File: config.mk
export PLATFORM = sky130hd
export DESIGN_NAME = seq_sub64
export DESIGN_NICKNAME = d
export VERILOG_FILES = /design/src/rtl/sub_pkg.sv /design/src/rtl/seq_sub64_slice_sub.sv /design/src/rtl/seq_sub64.sv
export SDC_FILE = /design/constraint.sdc
export NUM_CORES = 1
export LEC_CHECK = 0
export ABC_AREA = 1
export CORE_UTILIZATION = 24
export CTS_CLUSTER_DIAMETER = 50
export CTS_CLUSTER_SIZE = 16
export DETAILED_ROUTE_END_ITERATION = 10
export PLACE_DENSITY = 0.52
export SYNTH_ARGS = -nofsm -noshare
export SYNTH_HDL_FRONTEND = slang
export SYNTH_HIERARCHICAL = 1
export SYNTH_SLANG_ARGS = --single-unit
File: constraint.sdc
create_clock -name clk -period 4 [get_ports clk]
set_input_delay 1 -clock clk [delete_from_list [all_inputs] [get_ports clk]]
set_output_delay 1 -clock clk [all_outputs]
set_load 0.1 [all_outputs]
File: src/rtl/sub_pkg.sv
// Shared constants and FSM encoding for the sequential slice-wise subtractor.
package sub_pkg;

  localparam int unsigned WIDTH_DEF = 64;
  localparam int unsigned CHUNK_DEF = 8;

  typedef enum logic [1:0] {
    IDLE = 2'd0,
    RUN  = 2'd1,
    DONE = 2'd2
  } state_t;

endpackage

File: src/rtl/seq_sub64_slice_sub.sv
// Combinational CHUNK-bit subtract: d = x - y - bi, bo set when the result went negative.
module slice_sub #(
  parameter int unsigned CHUNK = 8
) (
  input  logic [CHUNK-1:0] x,
  input  logic [CHUNK-1:0] y,
  input  logic             bi,
  output logic [CHUNK-1:0] d,
  output logic             bo
);

  logic [CHUNK:0] t;

  // One extra bit catches the borrow out of the slice.
  assign t  = {1'b0, x} - {1'b0, y} - (CHUNK+1)'(bi);
  assign d  = t[CHUNK-1:0];
  assign bo = t[CHUNK];

endmodule

File: src/rtl/seq_sub64.sv
// Multi-cycle subtractor: one CHUNK-bit slice per clock, LSB first, borrow rippled through a flop.
module seq_sub64
  import sub_pkg::*;
#(
  parameter int unsigned WIDTH = WIDTH_DEF,
  parameter int unsigned CHUNK = CHUNK_DEF
) (
  input  logic             clk,
  input  logic             rst,
  input  logic             start,
  input  logic [WIDTH-1:0] a,
  input  logic [WIDTH-1:0] b,
  input  logic             b_in,
  output logic             busy,
  output logic             done,
  output logic [WIDTH-1:0] diff,
  output logic             b_out,
  output logic             ovf
);

  localparam int unsigned NSLICE = WIDTH / CHUNK;
  localparam int unsigned CW     = (NSLICE > 1) ? $clog2(NSLICE) : 1;

  state_t           state;
  logic [CW-1:0]    cnt;
  logic             borrow;
  logic [WIDTH-1:0] a_q;
  logic [WIDTH-1:0] b_q;

  logic [CHUNK-1:0] a_sl;
  logic [CHUNK-1:0] b_sl;
  logic [CHUNK-1:0] slice_d;
  logic             slice_bo;
  logic             last_slice;

  // Counter-selected operand slices feed the single shared slice subtractor.
  assign a_sl       = a_q[cnt*CHUNK +: CHUNK];
  assign b_sl       = b_q[cnt*CHUNK +: CHUNK];
  assign last_slice = (cnt == CW'(NSLICE - 1));

  slice_sub #(.CHUNK(CHUNK)) u_slice (
    .x  (a_sl),
    .y  (b_sl),
    .bi (borrow),
    .d  (slice_d),
    .bo (slice_bo)
  );

  always_ff @(posedge clk) begin
    if (rst) begin
      state  <= IDLE;
      busy   <= 1'b0;
      done   <= 1'b0;
      diff   <= '0;
      b_out  <= 1'b0;
      ovf    <= 1'b0;
      cnt    <= '0;
      borrow <= 1'b0;
      a_q    <= '0;
      b_q    <= '0;
    end else begin
      done <= 1'b0;
      case (state)
        IDLE: begin
          if (start) begin
            a_q    <= a;
            b_q    <= b;
            borrow <= b_in;
            cnt    <= '0;
            diff   <= '0;
            b_out  <= 1'b0;
            ovf    <= 1'b0;
            busy   <= 1'b1;
            state  <= RUN;
          end
        end
        RUN: begin
          diff[cnt*CHUNK +: CHUNK] <= slice_d;
          borrow                   <= slice_bo;
          cnt                      <= cnt + CW'(1);
          // Final slice: flags are resolved on the same edge so they are valid with done.
          if (last_slice) begin
            state <= DONE;
            busy  <= 1'b0;
            done  <= 1'b1;
            b_out <= slice_bo;
            ovf   <= (a_q[WIDTH-1] != b_q[WIDTH-1]) && (slice_d[CHUNK-1] != a_q[WIDTH-1]);
          end
        end
        DONE: begin
          state <= IDLE;
        end
        default: begin
          state <= IDLE;
          busy  <= 1'b0;
        end
      endcase
    end
  end

endmodule

==> results_dict.tcl, run 1 <==
set metrics [dict create \
    result_of_the_run "finished clean" \
    number_of_slew_limit_violations_in_the_final_report 0 \
    start_point_of_the_worst_min_delay_path "diff[5]$_SDFFE_PP0P_" \
    vertical_die_dimension_um 197 \
    initial_utilization 0.243 \
    finalWirelength_um 30800 \
    clock_latency_ns 0.53 \
    total_of_hold_buffers_inserted_after_clock_tree_synthesis 0 \
    max-vdd-ir-drop_mv 0.277 \
    cts_tree "yes" \
    yosys_warnings 6 \
    syn_nets 1441 \
    vias 8882 \
    number_of_global_route_vias_before_repair 8760 \
    postCtsSetupRepairBufs 0 \
    ff2ff_setup_slack_ns 0.66 \
    critical_path.reg2reg.startpoint "cnt[0]$_SDFFE_PP0P_" \
    cp.arrival_ns 3.78 \
    grt_pass1_wl_um 48200 \
    setup_repair_after_global_routing_missed_its_margin "no" \
    ys_ff_latch 202 \
    tightest_slew_ns 1.08 \
    final_net_count 1603 \
    hold-path-endpoint "diff[5]$_SDFFE_PP0P_" \
    ant_nets 0 \
    place.gp.congestion 0.861 \
    final_core_util 0.331 \
    placement_rows 71 \
    drc 0 \
    multi_input_area_um2 4440 \
    final_min_period_over_clock_period 0.835 \
    final_layout_size_suffix_gt1_frac 0.0673 \
    crit_required_ns 4.44 \
    placed_area_um2 11500 \
    n_antenna_cell 0 \
    min_path_type "reg2reg" \
    worst_setup_hold_path_clk_slew_ns 0.06 \
    count_of_flip_flops_with_a_built_in_enable_after_synthesis 0 \
    critPathKind "reg2reg" \
    ctsHtreeMaxLevel 1 \
    critical_path_buf_inv_count 4 \
    avgViaCountPerCell 4.48 \
    pin_count 200 \
    post_cts_resize_count 0 \
    crit_top_cell "nand2_1" \
    max-cap-violations 0 \
    cts.sink_count 202 \
    setup-tns-final_ns 0 \
    postSynth.topFlopCell "dfxtp_1" \
    path_delay_family "simple AND/OR/NAND/NOR gates" \
    grt-ovfl-total 0 \
    place.port_buffers 199 \
    dpl.hpwl_um 22600 \
    core_area_um2 37500 \
    grt_start_max_net_pins 82 \
    tritoncts.num_buffers 26 \
    maxClockFrequency_mhz 299 \
    design.die.area_um2 38800 \
    critical-path-slowest-cell "buf_4" \
    powerDensity_nw_per_um2 467 \
    detailedRoute.firstIterationViolations 689 \
    timing.critical_path.cells "buf_4, o21ai_0, o22ai_1, nand2_1, nand2_1, inv_1, ha_1, inv_1, ha_1, nand2_1, inv_1, a21oi_4, nand3_1, nand2_1, nand3_1, nor2_1, nand2_1, a21oi_1" \
    synthArstFlopShare 0 \
    worst_hold_path.num_cells 2 \
    cts_root_buffer "clkbuf_16" \
    first_pass_iters 5 \
    die_width_um 197 \
    power.leakage_nw 4.91 \
    yosys.cell_types.count 35 \
    global_route.usage.total 0.157 \
    hold_ws_ns 0.458 \
    max_stage_delay_ns 0.37 \
    netlist_area_before_placement_um2 9110 \
    num-fill-cells 4115 \
    worst_setup_path_end_kind "register" \
    synth.yosys.seq_area_share 0.444 \
    antenna_found_initial 0 \
    timing.max_slew.rel_slack 0.280 \
    shortest_clock_period_the_worst_path_allows_after_layout_ns 3.34 \
    clock_tree.buffer_depth 3 \
    r2r_depth 18 \
    cp-start-kind "register" \
    final-seq-area_um2 4050 \
    finalInstanceArea_um2 12400 \
    synthesis_to_layout_area_growth_pct 36.0 \
    synthesis.instances 1288 \
    synthesis.area_per_instance_um2 7.08 \
    cp_max_fo 39 \
    timing.final.hold_violations 0 \
    routed_wire_length_per_instance_um 15.6 \
    timing.final.setup_violations 0 \
    r2r_end "diff[63]$_SDFFE_PP0P_" \
    setup_clock_skew_after_layout_ns 0.0213 \
]
synthesized netlist by cell type, drive strengths merged, types with 3 or more instances:
cell,number,area (um^2)
dfxtp,202,4040
a21oi,77,397
clkbuf,39,146
nand2,212,816
inv,61,236
buf,40,251
nand3,36,180
o22ai,32,200
xor2,3,26.3
nor2,354,1420
o21ai,202,1040
ha,19,238
sequential cells by signal, summed over array words and instances, names as in the netlist, 2 cells and up:
signal and cells:
a_q 64, cnt 3, diff 64, state 2
b_q 64
worst max-delay path by stage:
stage	from	end	slack [ns]	cells after the start
after floorplan	cnt[0]$_SDFFE_PP0P_	diff[63]$_SDFFE_PP0P_	1.13	19
after global placement	cnt[1]$_SDFFE_PP0P_	diff[62]$_SDFFE_PP0P_	0.74	20
after detailed placement	cnt[1]$_SDFFE_PP0P_	diff[13]$_SDFFE_PP0P_	0.72	19
after CTS	cnt[1]$_SDFFE_PP0P_	diff[62]$_SDFFE_PP0P_	0.71	20
after global routing	cnt[0]$_SDFFE_PP0P_	diff[63]$_SDFFE_PP0P_	0.32	18
final	cnt[0]$_SDFFE_PP0P_	diff[63]$_SDFFE_PP0P_	0.66	18
layout by cell type, fill, tap and decap left out, types with 2 or more instances in the layout:
cell               n
nor2_1           343
o21ai_4            2
inv_4              2
buf_12             4
inv_2              8
clkdlybuf4s50_1  198
o21ai_0          173
ha_1              19
o21ai_1           24
o21bai_1           2
o22ai_1           32
nand2_1          204
clkbuf_8           2
clkinv_8           4
nor2_4             9
clkinvlp_4         2
dfxtp_1          201
inv_6              6
clkbuf_16         27
nand2_2            8
buf_4             10
clkbuf_1           4
nand3_1           36
inv_1             50
xor2_1             3
a21oi_1           76
fa_1               2
o21ai_2            3
clkinv_4           2
metal layers:
metal	track usage	up-vias	share of wire
met3	0.0205	44	0.052
met2	0.257	278	0.46
met1	0.215	4047	0.46
met4	0.0445	0	0.025
li1	-	4513	-
met5	0	-	0
final cells by class:
cell class	instances	area share
Inverter	61	0.0193
Timing Repair Buffer	213	0.173
Sequential cell	202	0.326
Clock buffer	33	0.0579
Clock inverter	15	0.0142
Tap cell	511	0.0516
Multi-Input combinational cell	946	0.358
cells by family (layout without fill, tap and decap cells):
family,count (synthesis),count (layout),synth area share
DFF,202,202,0.444
buffers and inverters,140,322,0.0696
adders and majority gates,21,21,0.0305
xor gates and xnor gates,4,4,0.00384
AOI/OAI and AO/OA,313,313,0.182
and+or+nand+nor,608,608,0.271
power breakdown:
group,internal (mW),switching [mW],total (mW)
clock,1.38,0.964,2.34
combinational,0.435,0.801,1.24
sequential,2.14,0.0712,2.21
worst min-delay path: cells and delay by family, from the launching register on:
family | cells | cell delay [ns]
AOI/OAI and AO/OA | 1 | 0.05
and+or+nand+nor | 1 | 0.06
DFF | 1 | 0.31
through the flow:
stage	power, mW	setup slack [ns]	instances
6_report	5.78	0.659	1981
5_1_grt	6.08	0.322	1981
4_1_cts	5.85	0.710	1981
3_5_place_dp	3.48	0.719	1933
3_3_place_gp	3.47	0.741	1933
2_1_floorplan	3.06	1.13	1288
(Power assumes the default switching activity.)
==> run 2, diff against run 1 <==
--- a/config.mk
+++ b/config.mk
@@ -10,7 +10,7 @@
 export CTS_CLUSTER_DIAMETER = 50
 export CTS_CLUSTER_SIZE = 16
 export DETAILED_ROUTE_END_ITERATION = 10
-export PLACE_DENSITY = 0.52
+export PLACE_DENSITY = 0.53
 export SYNTH_ARGS = -nofsm -noshare
 export SYNTH_HDL_FRONTEND = slang
 export SYNTH_HIERARCHICAL = 1
==> constraint.sdc (replaced) <==
create_clock -name clk -period 2.95 [get_ports clk]
set_input_delay 0.7375 -clock clk [delete_from_list [all_inputs] [get_ports clk]]
set_output_delay 0.7375 -clock clk [all_outputs]
set_load 0.1 [all_outputs]
==> run 2 against run 1 <==
Net effect: non-clock buffer count increased by 36; fmax up 16%; power rose by 47%; register-to-register slack got worse by 0.59 ns; critical path type unchanged; critical endpoint is now diff[44]$_SDFFE_PP0P_.
==> results_dict.tcl, run 2 (same netlist as run 1, synthesis figures left out) <==
set metrics [dict create \
    cp.arrival_ns 3.33 \
    pre_cts_slack_ns -0.173 \
    place.port_buffers 199 \
    final_min_period_over_clock_period 0.977 \
    powerDensity_nw_per_um2 641 \
    antenna_found_initial 1 \
    postLayoutSetupSlackWorst_ns 0.0683 \
    num-fill-cells 4012 \
    shortest_clock_period_the_worst_path_allows_after_layout_ns 2.88 \
    final-instance-count-excl-fill 2014 \
    placement_rows 71 \
    power.share.clock 0.383 \
    grt_use_met2 0.248 \
    grt_pass1_wl_um 47500 \
    n_antenna_cell 0 \
    pin_count 200 \
    critPathKind "reg2reg" \
    clock_latency_ns 0.53 \
    max-cap-violations 0 \
    avgViaCountPerCell 4.52 \
    cts_tree "yes" \
    multi_input_area_um2 5000 \
    die_width_um 197 \
    max-vdd-ir-drop_mv 0.412 \
    timing.max_slew.rel_slack 0.451 \
    most-common-layout-cells "nor2_1 (319), dfxtp_1 (200), nand2_1 (173)" \
    hold_ws_ns 0.460 \
    p_int_mw 5.79 \
    final_layout_size_suffix_gt1_frac 0.219 \
    ant_nets 0 \
    drc 0 \
    result_of_the_run "finished clean" \
    min_path_type "reg2reg" \
    total_of_hold_buffers_inserted_after_clock_tree_synthesis 0 \
    placedCellCount 1957 \
    mostFrequentLayoutCell "nor2_1" \
    maxClockFrequency_mhz 347 \
    first_pass_iters 6 \
    power.switching_mw 2.72 \
    placed_area_um2 11600 \
    vertical_die_dimension_um 197 \
    vias 9094 \
    number_of_global_route_vias_before_repair 8564 \
    critical_path_buf_inv_count 6 \
    initial_utilization 0.243 \
    timing.critical_path.cells "inv_8, buf_12, buf_6, nor2_1, o22ai_2, nand2_1, nand2_1, inv_1, ha_1, inv_2, ha_4, nand2_1, nand2_2, xor2_1, buf_4, nand3_2, nor2_2, nand2_1, a21oi_1" \
    place.gp.congestion 0.872 \
    grtUsageMet3 0.0229 \
    dpl.hpwl_um 22100 \
    path_delay_family "simple AND/OR/NAND/NOR gates" \
    cp_max_fo 8 \
    power.leakage_nw 5.36 \
    tightest_slew_ns 0.824 \
    crit_required_ns 3.39 \
    final_net_count 1638 \
    design.die.area_um2 38800 \
    final_core_util 0.354 \
    detailedRoute.firstIterationViolations 715 \
    global_route.usage.total 0.155 \
    finalWirelength_um 31800 \
    setup_repair_after_global_routing_missed_its_margin "yes" \
    worst_setup_path_end_kind "register" \
    final-seq-area_um2 4050 \
    tritoncts.num_buffers 25 \
    cts_root_buffer "clkbuf_16" \
    finalPower_mw 8.51 \
    worst_setup_hold_path_clk_slew_ns 0.07 \
    power.switching_fraction 0.319 \
    core_area_um2 37500 \
    crit_top_cell "nand2_1" \
    max_stage_delay_ns 0.41 \
    routed_wire_length_per_instance_um 15.8 \
    critical-path-slowest-cell "dfxtp_4" \
    setup_clock_skew_after_layout_ns 0.0213 \
    grt_start_max_net_pins 133 \
    timing.final.hold_violations 0 \
    comb_power_share 0.264 \
    setup-tns-final_ns 0 \
    layout_top_registers "a_q: 64 flops, b_q: 64 flops, diff: 64 flops" \
    sequentialPowerShare 0.353 \
    globalRoute.busiestLayer "met2" \
    cp-start-kind "register" \
    timing.final.setup_violations 0 \
    grt-ovfl-total 0 \
    cts.sink_count 202 \
    clock_tree.buffer_depth 3 \
    finalInstanceArea_um2 13300 \
    use_met1 0.212 \
    synthesis_to_layout_area_growth_pct 45.6 \
    number_of_slew_limit_violations_in_the_final_report 0 \
    ctsHtreeMaxLevel 1 \
]
## run 2: cell types whose count changed in the layout (fill, tap and decap cells not counted), sizes merged
| cell | before | now |
|---|---|---|
| buf | 15 | 114 |
| bufinv | 1 | 4 |
| clkdlybuf4s50 | 198 | 130 |
| clkinv | 7 | 3 |
| inv | 66 | 69 |
## run 2: final cells by class
| type | count | share of cell area |
|---|---|---|
| multi-input combinational | 946 | 0.377 |
| sequential | 202 | 0.305 |
| timing repair buffer | 249 | 0.185 |
| clock buffer | 28 | 0.0487 |
| tap | 511 | 0.0482 |
| inverter | 61 | 0.0188 |
| clock inverter | 17 | 0.0172 |
## run 2: path summary, 6_finish.rpt
kind                         start                    end  slack (ns)  cells after the start
max reg2reg    cnt[0]$_SDFFE_PP0P_  diff[44]$_SDFFE_PP0P_        0.07                     19
min          diff[60]$_SDFFE_PP0P_  diff[60]$_SDFFE_PP0P_        0.46                      2
min reg2reg  diff[60]$_SDFFE_PP0P_  diff[60]$_SDFFE_PP0P_        0.46                      2
max            cnt[0]$_SDFFE_PP0P_  diff[44]$_SDFFE_PP0P_        0.07                     19
## run 2: timing repair
action	4_1_cts	5_1_grt
endpoints found under the setup margin	34	59
endpoints found under the hold margin	0	0
gates resized for setup	29	156
gates cloned	1	6
setup buffers	0	5
pin swaps	12	81
## run 2: tightest hold or removal path, cell delays in order (launching register included)
cell and delay, ns:
dfxtp_1 0.31, nand2_1 0.06, a21oi_1 0.05
## run 2: per-layer routing
layer	part of all wire	vias to the layer above
li1	-	4594
met1	0.46	4202
met2	0.46	243
met3	0.051	53
met4	0.027	2
met5	0.00041	-
## run 2: power by group through the flow
stage               clock network [mW]  logic [mW]  registers [mW]
floorplan                            0        1.04            3.10
global route                      3.41        2.46            3.02
finish                            3.26        2.25            3.00
CTS                               3.31        1.88            2.99
global placement                     0        1.78            3.05
detailed placement                   0        1.79            3.05
